[src/rtl/operand_stack_pkg.sv]
// -----------------------------------------------------------------------------
// operand_stack_pkg
// Shared definitions for the stack CPU operand stack: default sizes, the
// occupancy-count width helper and the stack command encoding.
// No ports (package).
// -----------------------------------------------------------------------------
package operand_stack_pkg;

    localparam int DATA_WIDTH_DEF  = 32;
    localparam int STACK_DEPTH_DEF = 16;

    // The count must represent 0..depth inclusive, hence depth+1 codes.
    function automatic int cnt_width(input int depth);
        return $clog2(depth + 1);
    endfunction

    localparam int CNT_WIDTH_DEF = $clog2(STACK_DEPTH_DEF + 1);

    // Encodings 6 and 7 are unused and behave as NOP.
    typedef enum logic [2:0] {
        NOP       = 3'd0,
        PUSH      = 3'd1,
        POP1      = 3'd2,
        POP2      = 3'd3,
        POP1_PUSH = 3'd4,
        POP2_PUSH = 3'd5
    } stack_cmd_t;

endpackage

[src/rtl/operand_stack_if.sv]
// -----------------------------------------------------------------------------
// operand_stack_if
// Command/response bundle between the control FSM (master) and the operand
// stack (slave).
//   master -> slave : cmd, push_data, clear
//   slave -> master : tos, nos, count, empty, full, overflow, underflow,
//                     cmd_ack
// Handshake: the master presents one cmd per clock, it is sampled at the next
// rising edge; there is no back-pressure. cmd_ack is high for exactly one
// cycle after a command was accepted and stays low for NOP, for a rejected
// command and for a cycle with clear asserted.
// -----------------------------------------------------------------------------
interface operand_stack_if import operand_stack_pkg::*; #(
    parameter int DATA_WIDTH = DATA_WIDTH_DEF,
    parameter int CNT_WIDTH  = CNT_WIDTH_DEF
) ();

    stack_cmd_t            cmd;
    logic [DATA_WIDTH-1:0] push_data;
    logic                  clear;
    logic [DATA_WIDTH-1:0] tos;
    logic [DATA_WIDTH-1:0] nos;
    logic [CNT_WIDTH-1:0]  count;
    logic                  empty;
    logic                  full;
    logic                  overflow;
    logic                  underflow;
    logic                  cmd_ack;

    modport master (
        output cmd, push_data, clear,
        input  tos, nos, count, empty, full, overflow, underflow, cmd_ack
    );

    modport slave (
        input  cmd, push_data, clear,
        output tos, nos, count, empty, full, overflow, underflow, cmd_ack
    );

endinterface

[src/rtl/operand_stack.sv]
// -----------------------------------------------------------------------------
// operand_stack
// LIFO operand stack for the stack CPU. One command per clock; the top two
// entries are presented combinationally from registered state to the ALU.
// Rejected pushes/pops leave the stack untouched and set sticky error flags.
// Ports:
//   clk   : system clock, rising edge
//   reset : asynchronous, active-high
//   bus   : operand_stack_if.slave (cmd, push_data, clear in;
//           tos, nos, count, empty, full, overflow, underflow, cmd_ack out)
// -----------------------------------------------------------------------------
module operand_stack import operand_stack_pkg::*; #(
    parameter int DATA_WIDTH  = DATA_WIDTH_DEF,
    parameter int STACK_DEPTH = STACK_DEPTH_DEF
) (
    input logic            clk,
    input logic            reset,
    operand_stack_if.slave bus
);

    localparam int CNT_WIDTH = cnt_width(STACK_DEPTH);
    localparam int IDX_WIDTH = $clog2(STACK_DEPTH);

    localparam logic [CNT_WIDTH-1:0] C_ONE   = CNT_WIDTH'(1);
    localparam logic [CNT_WIDTH-1:0] C_TWO   = CNT_WIDTH'(2);
    localparam logic [CNT_WIDTH-1:0] C_DEPTH = CNT_WIDTH'(STACK_DEPTH);

    // State
    logic [DATA_WIDTH-1:0] r_mem [STACK_DEPTH];
    logic [CNT_WIDTH-1:0]  r_count;
    logic                  r_overflow;
    logic                  r_underflow;
    logic                  r_cmd_ack;

    // Decode
    logic                  w_has1;
    logic                  w_has2;
    logic                  w_full;
    logic [IDX_WIDTH-1:0]  w_push_idx;
    logic [IDX_WIDTH-1:0]  w_top_idx;
    logic [IDX_WIDTH-1:0]  w_nos_idx;
    logic                  w_accept;
    logic                  w_set_ovf;
    logic                  w_set_udf;
    logic                  w_wr_en;
    logic [IDX_WIDTH-1:0]  w_wr_idx;
    logic [CNT_WIDTH-1:0]  w_next_count;

    assign w_has1 = (r_count >= C_ONE);
    assign w_has2 = (r_count >= C_TWO);
    assign w_full = (r_count == C_DEPTH);

    // r_count is the write pointer. The truncations are exact whenever the
    // corresponding index is actually used (guarded by w_has1/w_has2/w_full).
    assign w_push_idx = IDX_WIDTH'(r_count);
    assign w_top_idx  = IDX_WIDTH'(r_count - C_ONE);
    assign w_nos_idx  = IDX_WIDTH'(r_count - C_TWO);

    // Every command is checked in full before anything is changed, so a
    // rejected command (including POP2_PUSH at count 1) has no partial effect.
    always_comb begin
        w_accept     = 1'b0;
        w_set_ovf    = 1'b0;
        w_set_udf    = 1'b0;
        w_wr_en      = 1'b0;
        w_wr_idx     = w_push_idx;
        w_next_count = r_count;
        case (bus.cmd)
            PUSH: begin
                if (!w_full) begin
                    w_accept     = 1'b1;
                    w_wr_en      = 1'b1;
                    w_wr_idx     = w_push_idx;
                    w_next_count = r_count + C_ONE;
                end else begin
                    w_set_ovf = 1'b1;
                end
            end
            POP1: begin
                if (w_has1) begin
                    w_accept     = 1'b1;
                    w_next_count = r_count - C_ONE;
                end else begin
                    w_set_udf = 1'b1;
                end
            end
            POP2: begin
                if (w_has2) begin
                    w_accept     = 1'b1;
                    w_next_count = r_count - C_TWO;
                end else begin
                    w_set_udf = 1'b1;
                end
            end
            POP1_PUSH: begin
                // Net count change is zero, so this is legal when full.
                if (w_has1) begin
                    w_accept = 1'b1;
                    w_wr_en  = 1'b1;
                    w_wr_idx = w_top_idx;
                end else begin
                    w_set_udf = 1'b1;
                end
            end
            POP2_PUSH: begin
                if (w_has2) begin
                    w_accept     = 1'b1;
                    w_wr_en      = 1'b1;
                    w_wr_idx     = w_nos_idx;
                    w_next_count = r_count - C_ONE;
                end else begin
                    w_set_udf = 1'b1;
                end
            end
            default: ;
        endcase
    end

    // Control state: clear wins over any command issued in the same cycle.
    always_ff @(posedge clk or posedge reset) begin
        if (reset) begin
            r_count     <= '0;
            r_overflow  <= 1'b0;
            r_underflow <= 1'b0;
            r_cmd_ack   <= 1'b0;
        end else if (bus.clear) begin
            r_count     <= '0;
            r_overflow  <= 1'b0;
            r_underflow <= 1'b0;
            r_cmd_ack   <= 1'b0;
        end else begin
            r_count     <= w_next_count;
            r_overflow  <= r_overflow | w_set_ovf;
            r_underflow <= r_underflow | w_set_udf;
            r_cmd_ack   <= w_accept;
        end
    end

    // Storage has no reset: stale contents are hidden by the count masking.
    always_ff @(posedge clk) begin
        if (w_wr_en && !bus.clear) begin
            r_mem[w_wr_idx] <= bus.push_data;
        end
    end

    assign bus.tos       = w_has1 ? r_mem[w_top_idx] : '0;
    assign bus.nos       = w_has2 ? r_mem[w_nos_idx] : '0;
    assign bus.count     = r_count;
    assign bus.empty     = (r_count == '0);
    assign bus.full      = w_full;
    assign bus.overflow  = r_overflow;
    assign bus.underflow = r_underflow;
    assign bus.cmd_ack   = r_cmd_ack;

endmodule

[src/flat_wrapper.sv]
// flat-port wrapper written by rule: the top's interface ports become plain ports
module operand_stack_flat import operand_stack_pkg::*;
#(
    parameter int DATA_WIDTH  = DATA_WIDTH_DEF,
    parameter int STACK_DEPTH = STACK_DEPTH_DEF
)
  (clk, reset, bus_cmd, bus_push_data, bus_clear, bus_tos, bus_nos, bus_count, bus_empty, bus_full, bus_overflow, bus_underflow, bus_cmd_ack);
  operand_stack_if #(.DATA_WIDTH(DATA_WIDTH), .CNT_WIDTH(5)) bus_i ();
  input logic clk;
  input logic reset;
  input wire logic [$bits(bus_i.cmd)-1:0] bus_cmd;
  input wire logic [$bits(bus_i.push_data)-1:0] bus_push_data;
  input wire logic [$bits(bus_i.clear)-1:0] bus_clear;
  output wire logic [$bits(bus_i.tos)-1:0] bus_tos;
  output wire logic [$bits(bus_i.nos)-1:0] bus_nos;
  output wire logic [$bits(bus_i.count)-1:0] bus_count;
  output wire logic [$bits(bus_i.empty)-1:0] bus_empty;
  output wire logic [$bits(bus_i.full)-1:0] bus_full;
  output wire logic [$bits(bus_i.overflow)-1:0] bus_overflow;
  output wire logic [$bits(bus_i.underflow)-1:0] bus_underflow;
  output wire logic [$bits(bus_i.cmd_ack)-1:0] bus_cmd_ack;
  assign bus_i.cmd = bus_cmd;
  assign bus_i.push_data = bus_push_data;
  assign bus_i.clear = bus_clear;
  assign bus_tos = bus_i.tos;
  assign bus_nos = bus_i.nos;
  assign bus_count = bus_i.count;
  assign bus_empty = bus_i.empty;
  assign bus_full = bus_i.full;
  assign bus_overflow = bus_i.overflow;
  assign bus_underflow = bus_i.underflow;
  assign bus_cmd_ack = bus_i.cmd_ack;
  operand_stack #(.DATA_WIDTH(DATA_WIDTH), .STACK_DEPTH(STACK_DEPTH)) u_core (.clk(clk), .reset(reset), .bus(bus_i));
endmodule
[config.mk]
export PLATFORM = sky130hd
export DESIGN_NAME = operand_stack_flat
export DESIGN_NICKNAME = d
export VERILOG_FILES = /design/src/rtl/operand_stack_pkg.sv /design/src/rtl/operand_stack_if.sv /design/src/rtl/operand_stack.sv /design/src/flat_wrapper.sv
export SDC_FILE = /design/constraint.sdc
export NUM_CORES = 1
export LEC_CHECK = 0
export ABC_CLOCK_PERIOD_IN_PS = 6000
export BUFFER_PORTS_ARGS = -buffer_cell sky130_fd_sc_hd__buf_2
export CAP_MARGIN = 10
export CORE_ASPECT_RATIO = 1.2
export CORE_UTILIZATION = 30
export DETAILED_ROUTE_END_ITERATION = 8
export PLACE_DENSITY_LB_ADDON = 0.25
export SETUP_SLACK_MARGIN = 0.05
export SYNTH_ARGS = -nofsm -noshare
export SYNTH_HDL_FRONTEND = slang
export SYNTH_SLANG_ARGS = --single-unit
export TNS_END_PERCENT = 30
[constraint.sdc]
create_clock -name clk -period 6 [get_ports clk]
set_input_delay 1.5 -clock clk [delete_from_list [all_inputs] [get_ports clk]]
set_output_delay 1.5 -clock clk [all_outputs]
set_load 0.01 [all_outputs]
# ---- Word level (Yosys, flattened, before mapping)
# Memory sizes are Yosys's and may differ from the RTL's.
# Cells that the tools add are included.
dict set report op_classes {
  n_addsub 3
  order_cmp 2
  n_eq_ne 10
  muxes 26
  bitwise_logic 2
  reduce_logical 7
}
# op count
set op_table {}
lappend op_table {{2-to-1 mux 32 bit} 2}
lappend op_table {{2-to-1 mux 5 bit} 5}
lappend op_table {{one-hot mux 5 bit (4 select lines)} 1}
lappend op_table {{2-to-1 mux 1 bit} 12}
lappend op_table {{inequality test 3 x 2 -> 1 bit, second input constant} 3}
lappend op_table {{2-to-1 mux 4 bit} 2}
lappend op_table {{one-hot mux 4 bit (2 select lines)} 1}
lappend op_table {{equality test 3 x 2 -> 1 bit, second input constant} 2}
lappend op_table {{equality test 3 bit, second input constant} 2}
lappend op_table {{one-hot mux 1 bit (3 select lines)} 2}
lappend op_table {{adder 5 x 1 -> 5 bit, second input constant} 1}
lappend op_table {{equality test 5 bit, second input constant} 1}
lappend op_table {{greater-or-equal comparator 5 x 1 -> 1 bit, second input constant} 1}
lappend op_table {{greater-or-equal comparator 5 x 2 -> 1 bit, second input constant} 1}
lappend op_table {{zero test 5 bit} 1}
lappend op_table {{AND reduction 5 bit} 1}
lappend op_table {{nonzero test 5 bit} 1}
lappend op_table {{subtractor 5 x 1 -> 5 bit, second input constant} 1}
lappend op_table {{subtractor 5 x 2 -> 5 bit, second input constant} 1}
lappend op_table {{OR reduction 2 bit} 2}
lappend op_table {{equality test 3 x 1 -> 1 bit, second input constant} 1}
lappend op_table {{inequality test 3 bit, second input constant} 1}
lappend op_table {{OR 1 bit} 2}
lappend op_table {{one-hot mux 1 bit (2 select lines)} 1}
lappend op_table {{2 further kinds} 2}
dict set report word_totals {
  regBits 8
  ramBits 512
  inputBits 38
  out_inout_bits 74
  wordCells 55
  memories 1
}
# name depth word_bits read_ports rd_clocked_by_memory_dff write_ports line_no
set mem_list {}
lappend mem_list {u_core.r_mem 16 32 2 0 1 operand_stack.sv:29} ;# logic [DATA_WIDTH-1:0] r_mem [STACK_DEPTH];

# ---- Logic depth before layout (Yosys ltp)
dict set report depth {
  ltp_word 6
  mapped_depth 13
  mapped_depth_nobuf 7
}

# ---- Worst setup path after synthesis
# No wires, ideal clock.
dict set report synth_path {
  path_type {in2reg}
  startpoint {input bus_cmd[0]}
  endpoint {memory u_core.r_mem[14][0] in the netlist's numbering (enable)}
  setup_ns 0.421
  t_arrival_ns 4.162
  path_slack_ns 1.417
  path_stages 6
  path_buffers 1
  path_cell_list {buf_2 mux2i_1 o221a_2 a2111oi_0 o211ai_1 nor2_1}
}
dict set report synth_between {
  elab_chain_cells 5
  elab_cells_between_ends 8
  cone_classes {3 x eq/ne; 4 x mux; 1 x reduce/logical}
}
# element line_no
set synth_rtl {}
lappend synth_rtl {{start: declaration} flat_wrapper.sv:11} ;# input wire logic [$bits(bus_i.cmd)-1:0] bus_cmd;
lappend synth_rtl {{equality test 3 bit or equality test 3 x 1 -> 1 bit (tied branches)} operand_stack.sv:68} ;# case (bus.cmd)
lappend synth_rtl {{one-hot mux 1 bit (3 select lines)} operand_stack.sv:68}
lappend synth_rtl {{logical AND 1 bit} operand_stack.sv:141} ;# if (w_wr_en && !bus.clear) begin
lappend synth_rtl {{2-to-1 mux 1 bit} operand_stack.sv:141}
lappend synth_rtl {{2-to-1 mux 1 bit (not written as such)} operand_stack.sv:142} ;# r_mem[w_wr_idx] <= bus.push_data;
lappend synth_rtl {{end: declaration} operand_stack.sv:29}
# Several ways; a longest one is shown, not always the timed one.

# ---- Worst setup path after layout
dict set report layout_path {
  startpoint {register u_core.r_count[2] (netlist: u_core.bus.count[2])}
  endpoint {output bus_nos[10]}
}
dict set report layout_between {
  elab_chain_cells 3
  elab_cells_between_ends 4
  cone_classes {1 x add/sub; 1 x order compare; 1 x mux; 1 x memory}
}
# element line_no
set layout_rtl {}
lappend layout_rtl {{start: declaration} operand_stack.sv:30} ;# logic [CNT_WIDTH-1:0] r_count;
lappend layout_rtl {{start signal: assignment} operand_stack.sv:132} ;# r_count <= w_next_count;
lappend layout_rtl {{subtractor 5 x 2 -> 5 bit} operand_stack.sv:57} ;# assign w_nos_idx = IDX_WIDTH'(r_count - C_TWO);
lappend layout_rtl {{memory read (16 x 32 bit)} -}
lappend layout_rtl {{2-to-1 mux 32 bit (*)} operand_stack.sv:147} ;# assign bus.nos = w_has2 ? r_mem[w_nos_idx] : '0;
lappend layout_rtl {{end: declaration} flat_wrapper.sv:15} ;# output wire logic [$bits(bus_i.nos)-1:0] bus_nos;
# Every way passes the cells marked *; elsewhere a longest branch is shown, timed or not.

==> key figures <==
Cells and area
  • Filler cells: 7499
  • Nets: roughly 1.3k
  • Share of post-route cells with drive strength above 1: 0.443
  • Area delta synth->final: 14.9%

Timing
  • Final Hold Fails: 0
  • Slew Limit Fails: 0
  • Fin Setup TNS: 0 ps
  • Hold WS: 502 ps
  • Min Clock Period, post-route: 5430 ps
  • Fin crit share: 0.905
  • Worst Tran Pin Value: around 1100 ps
  • Relative slew slack: 0.298
  • Final setup viols: 0
  • Unrepaired setup endpoints after global routing: false
  • Worst Skew: about 13 ps
  • Peak Freq: 0.184 GHz

Global route
  • Vias in the first global route: 13.4k
  • Total global-route track usage: 0.160
  • Pin count of the biggest net entering global routing: 139
  • Gr ovfl total: 0
  • Initial antenna violation count: 8
  • First-pass GRT wire length: 96200 um

Job
  • Max cap viols: 0

Floorplan
  • Initial Util: 0.305
  • Core area: slightly above 80000 um2
  • Die area: between 80000 and 90000 um2
  • Number of top-level pins: 112
  • Die W: 264 um
  • Chip height: 316 um
  • Num rows: 114

Synthesis
  • Count leader, synth: edfxtp_1
  • Top_reg_cell synth: edfxtp_1
  • Seq/Total Area, Yosys: 0.631
  • Synthesized cell area: approximately 25000 um2
  • Asr flop ratio synth: 0.0154
  • Avg Cell Area, Syn: ~22 um2
  • Synth top area share: 0.623
  • Synth area leader: edfxtp_1
  • EDFF count, synth: 512
  • Net count after synthesis: 1187
  • Synth Instances: 1142
  • Top post-synthesis cells by count: edfxtp_1 (512), mux4_2 (315), nor2b_1 (68), clkbuf_1 (43), nor2_1 (29)
  • Yosys cell types: 51
  • Syn. warnings: 0
  • Area contributors post-synth: edfxtp_1 (62%), mux4_2 (29%), nor2b_1 (1.7%), dfrtp_1 (0.81%), buf_6 (0.78%)
  • Yosys reg bits: between 500 and 600

Placement
  • RePlAce Congestion: 0.783
  • Dpl hpwl: 37300 um
  • PortBufs: 111

Critical path
  • Crit start category: flop
  • Worst R2R Path Depth: 8
  • Arrival time at the worst endpoint: 3930 ps
  • Register-to-Register Setup Slack: 1360 ps
  • CP Class: reg2out
  • Worst setup EP type: output port
  • R2R Path Start: u_core.bus.count[2]$_DFFE_PP0P_
  • Reg2reg end: u_core.r_mem[2][23]$_DFFE_PP_
  • Setup crit end: bus_nos[10]
  • CP startpoint: u_core.bus.count[2]$_DFFE_PP0P_
  • Crit-path max FO: 12
  • CP required: 4500 ps

Clock tree
  • Hold buffers post-CTS: 0
  • Sink Count: 520
  • Worst skew pair latency: 610 ps
  • Reg clk slew, reported paths: 60 ps
  • CTS tree: done
  • Post_cts resized: 0
  • H-tree lvl count: 2
  • Post-CTS Setup Bufs: 0
  • CTS buffer count: 53
  • Max Buffers Root-to-Sink: 3
  • Root buf cell: clkbuf_16

Route
  • Drt initial violations: around 1.0k
  • Vias per inst: roughly 5.4
  • DRT Pass-1 Iters: 4
  • Post-Route WL: about 66000 um
  • Antenna Nets Post-Route: 0
  • Vias: 12.7k
  • Routed len/inst: 28.2 um
  • DRC: 0

Power
  • Leak: 0.00858 uW
  • Total power: 11300 uW
  • Peak supply drop: about 0.23 mV
  • Pwr/cell area: 398 nW/um2

Min path
  • Min-Delay Path Class: reg2reg

Status
  • Status: finished clean
## how the worst min path moves through the flow
stage                                         from                              to  slack (ps)  cells past startpoint
floorplan           u_core.bus.underflow$_DFF_PP0_  u_core.bus.underflow$_DFF_PP0_         530                      2
detailed placement   u_core.bus.overflow$_DFF_PP0_   u_core.bus.overflow$_DFF_PP0_         490                      2
global route         u_core.bus.overflow$_DFF_PP0_   u_core.bus.overflow$_DFF_PP0_         540                      2
CTS                  u_core.bus.overflow$_DFF_PP0_   u_core.bus.overflow$_DFF_PP0_         500                      2
global placement     u_core.bus.overflow$_DFF_PP0_   u_core.bus.overflow$_DFF_PP0_         480                      2
finish               u_core.bus.overflow$_DFF_PP0_   u_core.bus.overflow$_DFF_PP0_         500                      2
## worst max-delay path: stages (launching register included)
cell     delay [ps]
dfrtp_1         640
inv_1           240
ha_1            380
xor2_4          640
buf_4           470
mux4_2          540
nor2b_1         190
buf_2           200
## logic make-up after synthesis
logic type	Yosys count	share of synthesized area
flip-flops	520	0.631
multiplexers	324	0.294
AND/OR/NAND/NOR	133	0.0300
buffers and inverters	98	0.0233
AO/OA/AOI/OAI	51	0.0149
XOR/XNOR	9	0.00319
adder cells (fa/ha/maj)	7	0.00355
## layout by cell type (no fill, tap or decap), drive strengths merged, types with 4 or more instances in the layout
cell / instances
nand3: 6
nand2b: 5
o211ai: 5
nor2b: 68
o22ai: 6
o21ai: 5
clkinvlp: 6
nor3: 5
mux4: 320
clkbuf: 63
a211oi: 4
a21oi: 8
xor2: 4
inv: 9
clkinv: 20
nand2: 8
dfrtp: 8
nor2: 29
ha: 7
buf: 150
edfxtp: 512
bufinv: 5
xnor2: 5
## where the power goes
group	leakage [uW]	total (uW)	internal (uW)	switching, uW
clock network	0.000821	3280	1880	1400
logic	0.00305	3910	1840	2060
registers	0.00471	4100	4060	42.3
## layout make-up
class / instances / area [um2] / area share
Tap cell: 1044 / 1310 / 0.0460
Antenna cell: 1 / 2.50 / 0.0000882
Multi-Input combinational cell: 524 / 8720 / 0.307
Timing Repair Buffer: 150 / 1020 / 0.0361
Sequential cell: 520 / 15600 / 0.549
Clock buffer: 63 / 1410 / 0.0496
Clock inverter: 32 / 300 / 0.0106
Inverter: 8 / 30.0 / 0.00106
## stage by stage
step                      cells  setup slack (ps)   util  instance area, um2
after floorplan            1142              1420      -               24700
after global placement     2246              1150  0.329               26700
after detailed placement   2246              1170  0.329               26700
after CTS                  2341               473  0.350               28400
after global routing       2341               388  0.350               28400
final                      2342               571  0.350               28400
## per-layer routing
metal | global-route usage | up-vias | share of wire
met5 | 0 | - | 0.00070
met1 | 0.213 | 7037 | 0.43
li1 | - | 5237 | -
met3 | 0.0276 | 79 | 0.049
met4 | 0.0390 | 8 | 0.019
met2 | 0.273 | 339 | 0.51
## state kept, by name, indices dropped and copies added, names as in the netlist
register,cells
u_core.bus.cmd_ack,1
u_core.bus.count,5
u_core.bus.overflow,1
u_core.bus.underflow,1
u_core.r_mem,512
Power figures use the tool's default switching activity.
